===== src/rtl/fu_retire_queue_if.sv =====
// Execution-unit result port and arbiter retirement port of fu_retire_queue.
// master = execution unit / arbiter side, slave = the queue.
interface fu_retire_queue_if #(
    parameter int DATA_WIDTH = 64,
    parameter int DEPTH      = 4,
    parameter int UNIT_W     = 3
);
    localparam int CNT_W = $clog2(DEPTH + 1);

    logic                  flush_i;
    logic                  result_valid_i;
    logic [DATA_WIDTH-1:0] result_i;
    logic                  accept_o;
    logic                  retire_en_i;
    logic [UNIT_W-1:0]     unit_retire_i;
    logic                  retirement_ready_o;
    logic [DATA_WIDTH-1:0] unit_result_o;
    logic [CNT_W-1:0]      count_o;

    modport master (
        output flush_i, result_valid_i, result_i, retire_en_i, unit_retire_i,
        input  accept_o, retirement_ready_o, unit_result_o, count_o
    );

    modport slave (
        input  flush_i, result_valid_i, result_i, retire_en_i, unit_retire_i,
        output accept_o, retirement_ready_o, unit_result_o, count_o
    );
endinterface


===== src/rtl/fu_retire_queue.sv =====
// Per-functional-unit FIFO of completed results feeding the retirement arbiter.
// Optional FU_RETIRE_BYPASS_EN: an empty queue forwards result_i straight to the arbiter.
module fu_retire_queue #(
    parameter int DATA_WIDTH = 64,
    parameter int DEPTH      = 4,
    parameter int UNIT_ID    = 0,
    parameter int UNIT_W     = 3
) (
    input  logic               clk_i,
    input  logic               rst_i,
    fu_retire_queue_if.slave   bus
);
    localparam int PTR_W = $clog2(DEPTH);
    localparam int CNT_W = $clog2(DEPTH + 1);

    logic [DATA_WIDTH-1:0] mem_q [DEPTH];
    logic [PTR_W-1:0]      rd_ptr_q, rd_ptr_d;
    logic [PTR_W-1:0]      wr_ptr_q, wr_ptr_d;
    logic [CNT_W-1:0]      count_q, count_d;

    logic empty;
    logic accept;
    logic bypass;
    logic ready;
    logic grant;
    logic push;
    logic pop;

    assign empty  = (count_q == '0);
    assign accept = !rst_i && (count_q != CNT_W'(DEPTH));

`ifdef FU_RETIRE_BYPASS_EN
    assign bypass = empty && bus.result_valid_i && !rst_i && !bus.flush_i;
`else
    assign bypass = 1'b0;
`endif

    assign ready = !empty || bypass;
    assign grant = bus.retire_en_i && (bus.unit_retire_i == UNIT_W'(UNIT_ID)) && ready;

    // A granted bypass consumes the incoming result, so neither push nor pop touches storage.
    assign push = bus.result_valid_i && accept && !(bypass && grant);
    assign pop  = grant && !bypass;

    assign bus.accept_o           = accept;
    assign bus.retirement_ready_o = ready;
    assign bus.count_o            = count_q;

    always_comb begin
        if (bypass) begin
            bus.unit_result_o = bus.result_i;
        end else if (empty) begin
            bus.unit_result_o = '0;
        end else begin
            bus.unit_result_o = mem_q[rd_ptr_q];
        end
    end

    always_comb begin
        rd_ptr_d = rd_ptr_q;
        wr_ptr_d = wr_ptr_q;
        count_d  = count_q;
        if (bus.flush_i) begin
            rd_ptr_d = '0;
            wr_ptr_d = '0;
            count_d  = '0;
        end else begin
            if (push) wr_ptr_d = wr_ptr_q + PTR_W'(1);
            if (pop)  rd_ptr_d = rd_ptr_q + PTR_W'(1);
            if (push && !pop)      count_d = count_q + CNT_W'(1);
            else if (pop && !push) count_d = count_q - CNT_W'(1);
        end
    end

    always_ff @(posedge clk_i) begin
        if (rst_i) begin
            rd_ptr_q <= '0;
            wr_ptr_q <= '0;
            count_q  <= '0;
        end else begin
            rd_ptr_q <= rd_ptr_d;
            wr_ptr_q <= wr_ptr_d;
            count_q  <= count_d;
        end
    end

    // Storage is never cleared; only the pointers and count define valid entries.
    always_ff @(posedge clk_i) begin
        if (push && !bus.flush_i) begin
            mem_q[wr_ptr_q] <= bus.result_i;
        end
    end
endmodule


===== src/flat_wrapper.sv =====
// flat-port wrapper written by rule: the top's interface ports become plain ports
module fu_retire_queue_flat 
#(
    parameter int DATA_WIDTH = 64,
    parameter int DEPTH      = 4,
    parameter int UNIT_ID    = 0,
    parameter int UNIT_W     = 3
)
  (clk_i, rst_i, bus_flush_i, bus_result_valid_i, bus_result_i, bus_retire_en_i, bus_unit_retire_i, bus_accept_o, bus_retirement_ready_o, bus_unit_result_o, bus_count_o);
  fu_retire_queue_if #(.DATA_WIDTH(DATA_WIDTH), .DEPTH(DEPTH), .UNIT_W(UNIT_W)) bus_i ();
  input  logic clk_i;
  input  logic rst_i;
  input wire logic [$bits(bus_i.flush_i)-1:0] bus_flush_i;
  input wire logic [$bits(bus_i.result_valid_i)-1:0] bus_result_valid_i;
  input wire logic [$bits(bus_i.result_i)-1:0] bus_result_i;
  input wire logic [$bits(bus_i.retire_en_i)-1:0] bus_retire_en_i;
  input wire logic [$bits(bus_i.unit_retire_i)-1:0] bus_unit_retire_i;
  output wire logic [$bits(bus_i.accept_o)-1:0] bus_accept_o;
  output wire logic [$bits(bus_i.retirement_ready_o)-1:0] bus_retirement_ready_o;
  output wire logic [$bits(bus_i.unit_result_o)-1:0] bus_unit_result_o;
  output wire logic [$bits(bus_i.count_o)-1:0] bus_count_o;
  assign bus_i.flush_i = bus_flush_i;
  assign bus_i.result_valid_i = bus_result_valid_i;
  assign bus_i.result_i = bus_result_i;
  assign bus_i.retire_en_i = bus_retire_en_i;
  assign bus_i.unit_retire_i = bus_unit_retire_i;
  assign bus_accept_o = bus_i.accept_o;
  assign bus_retirement_ready_o = bus_i.retirement_ready_o;
  assign bus_unit_result_o = bus_i.unit_result_o;
  assign bus_count_o = bus_i.count_o;
  fu_retire_queue #(.DATA_WIDTH(DATA_WIDTH), .DEPTH(DEPTH), .UNIT_ID(UNIT_ID), .UNIT_W(UNIT_W)) u_core (.clk_i(clk_i), .rst_i(rst_i), .bus(bus_i));
endmodule

===== config.mk =====
export PLATFORM = sky130hd
export DESIGN_NAME = fu_retire_queue_flat
export DESIGN_NICKNAME = d
export VERILOG_FILES = /design/src/rtl/fu_retire_queue_if.sv /design/src/rtl/fu_retire_queue.sv /design/src/flat_wrapper.sv
export SDC_FILE = /design/constraint.sdc
export NUM_CORES = 1
export LEC_CHECK = 0
export ABC_AREA = 0
export CAP_MARGIN = 15
export CORE_AREA = 2 2 124 174
export CTS_CLUSTER_DIAMETER = 30
export CTS_CLUSTER_SIZE = 30
export DETAILED_ROUTE_END_ITERATION = 7
export DIE_AREA = 0 0 126 176
export GPL_ROUTABILITY_DRIVEN = 0
export HOLD_SLACK_MARGIN = 0.08
export PLACE_DENSITY = 0.77
export SLEW_MARGIN = 10
export SYNTH_ARGS = -nofsm -noshare
export SYNTH_HDL_FRONTEND = slang
export SYNTH_SLANG_ARGS = --single-unit

===== constraint.sdc =====
create_clock -name clk_i -period 4.1 [get_ports clk_i]
set_clock_uncertainty 0.15 [all_clocks]
set_input_delay 0.615 -clock clk_i [delete_from_list [all_inputs] [get_ports clk_i]]
set_output_delay 0.615 -clock clk_i [all_outputs]
set_load 0.1 [all_outputs]

==> flow_summary_export.csv <==
group,metric,value,unit
clock_network,hold_buffers,0,
clock_network,clk_pin_slew_worst_paths,0.06,ns
timing,setup_viol,0,
layout,instances_no_fill,905,
place,hpwl,12400,um
yosys,avgSynthCellArea,21.97,um^2
timing,relSlewSlack,33.01,%
timing,fmax,0.2999,GHz
global_routing,grt_usage,18.69,%
power,leakage,4.239,nW
yosys,synth_area_leaders,"edfxtp_1 76%, mux4_2 14%, and2_1 4.2%, dfxtp_1 1.8%, ha_1 0.62%",
yosys,synth-edff-count,256,
yosys,yosysMostFrequentCell,"edfxtp_1",
clock_network,post_cts_buffers,0,
die,coreArea,20480,um^2
die,die_area,22180,um^2
clock_network,cts_tree,"done",
timing,timing.final.crit_share,81.32,%
critical_path,cp.required,3.34,ns
routing,drc_errors,0,
clock_network,clockBufferDepth,3,
timing,rsz0062_at_grt,"no",
min_path,holdPathStages,2,
routing,dr.first_iter.drc_count,402,
place,place_inst,844,
min_path,hp-start,"u_core.rd_ptr_q[1]",
yosys,synth_cells,461,
yosys,yosys_warnings,0,
global_routing,grt_overflow,0,
timing,drv_slew,0,
yosys,synthArstFlopShare,0,%
clock_network,htree_levels,1,
die,die_w,126,um
min_path,hold_path.class,"flip-flop to flip-flop",
global_routing,grt_pass1_wl,31370,um
routing,routedWlPerCell,22.63,um
global_routing,grt_pass1_vias,5440,
clock_network,clk_latency,0.54,ns
clock_network,clockRootBuffer,"clkbuf_16",
die,ios,141,
clock_network,cts_resized,0,
yosys,synth_common_cells,"256 x edfxtp_1, 68 x and2_1, 64 x mux4_2",
critical_path,cp_data_arrival_time,2.57,ns
timing,worst_slew_pin_slew,1.005,ns
yosys,synth-main-ff-cell,"edfxtp_1",
critical_path,cp-end-kind,"output pin",
die,die_h,176,um
yosys,syn-num-nets,539,
critical_path,critical_path_class,"flip-flop to output pin",
global_routing,antenna_found_initial,3,
routing,antenna_left,0,
power,power.density,495.9,nW/um^2
yosys,synth.top_cell.area_share,75.91,%
timing,hold_viol,0,
critical_path,worst-path-max-fanout,23,
global_routing,grt_max_degree,68,
routing,wl,20480,um
critical_path,rr_worst_depth,9,
layout,fin_nets,699,
timing,period_needed,3.334,ns
routing,vias,4983,
clock_network,cts_made_buffers,31,
yosys,ys_types,30,
layout,drive_above_1_share,31.73,%
clock_network,cts.sinks,265,
routing,firstDrtPassIters,5,
die,start_util,49.45,%
yosys,synth_top_cell_by_area,"edfxtp_1",
critical_path,cp-start-kind,"flip-flop",
yosys,syn-cell-area,10130,um^2
die,rows,62,
yosys,ys_ff_latch,265,
outcome,status,"complete, no violations",
run,maxCapViolations,0,
place,numPortBuffers,140,
power,ir_worst_vdd,354.6,uV
yosys,yosysSeqAreaShare,77.69,%
timing,tns,0,ns
critical_path,r2r_start,"u_core.bus.count_o[0]",
layout,area_growth,26.46,%
routing,via_per_inst,5.506,
==> power breakdown <==
group / internal (mW) / switching [mW] / leakage, nW / total, mW
clock network: 1.67 / 1.12 / 0.517 / 2.79
registers: 2.99 / 0.00915 / 2.39 / 3.00
logic: 0.155 / 0.407 / 1.33 / 0.561
total: 4.82 / 1.53 / 4.24 / 6.35
==> kinds of logic after synthesis <==
logic type               share of synthesized area [%]
AO/OA/AOI/OAI                                   0.6424
AND/OR/NAND/NOR                                  5.226
flip-flops                                       77.69
adder cells (fa/ha/maj)                         0.8154
XOR/XNOR                                        0.1730
multiplexers                                     14.33
buffers and inverters                            1.124
==> critical path: stages, from the launching register on <==
cell     delay [ns]
dfxtp_4        0.65
buf_4          0.37
mux4_2         0.53
and2_1         0.20
buf_4          0.24
==> cell type report <==
type                            instances  area (um^2)
Tap cell                              256        320.3
Inverter                                5        18.77
Multi-Input combinational cell        169         2156
Timing Repair Buffer                  149         1354
Clock buffer                           32        779.5
Fill cell                            1410         7672
Sequential cell                       265         7875
Antenna cell                            3        7.507
Clock inverter                         26        296.5
==> flip-flops by register name (all words and copies together), names as in the netlist, named ones only <==
register	flops
u_core.bus.count_o	3
u_core.wr_ptr_q	2
u_core.mem_q	256
u_core.rd_ptr_q	2
==> stage by stage <==
| step | utilization (%) | total power, mW | setup WS (ns) | area [um^2] | hold slack [ns] |
|---|---|---|---|---|---|
| final | 62.54 | 6.351 | 0.7657 | 12810 | 0.3369 |
| after global routing | 62.54 | 6.520 | 0.5794 | 12810 | 0.3931 |
| after CTS | 62.50 | 6.396 | 0.7011 | 12800 | 0.3497 |
| after detailed placement | 57.25 | 3.623 | 1.027 | 11720 | 0.3327 |
| after global placement | 57.25 | 3.612 | 1.119 | 11720 | 0.3221 |
| after floorplan | - | 3.431 | 0.1218 | 10130 | 0.3046 |
==> layer usage <==
metal / vias to the layer above / share of wire (%) / GRT usage, %
met2: 161 / 55 / 34.03
met1: 2579 / 37 / 21.77
met4: 0 / 4.1 / 9.112
met5: - / 0 / 0
met3: 42 / 3.9 / 2.485
li1: 2201 / - / -
==> placed cells by master (no fill, tap or decap), types with 2 or more instances in the layout <==
cell,netlist,final
dfxtp_4,0,2
mux4_2,64,64
diode_2,0,3
and2_1,68,64
a21oi_1,5,5
nor2_1,4,4
ha_1,5,5
dfxtp_1,9,7
xor2_1,2,2
o21ai_0,3,3
nor3_1,2,2
bufinv_16,0,4
clkinv_2,0,3
buf_12,0,4
clkdlybuf4s50_1,0,74
and2_4,0,4
edfxtp_1,256,256
inv_6,0,5
clkinvlp_4,0,4
buf_4,1,71
inv_1,5,4
or3_1,2,2
clkbuf_16,0,31
inv_8,0,2
nor3b_1,2,2
clkinv_4,0,7
==> worst paths after layout <==
check / end / slack (ns)
worst max-delay path: bus_unit_result_o[50] / 0.77
worst min-delay path: flip-flop / 0.34
worst max register to register: u_core.bus.count_o[2] / 1.11
worst min register to register: flip-flop / 0.34
Power figures use the tool's default switching activity.
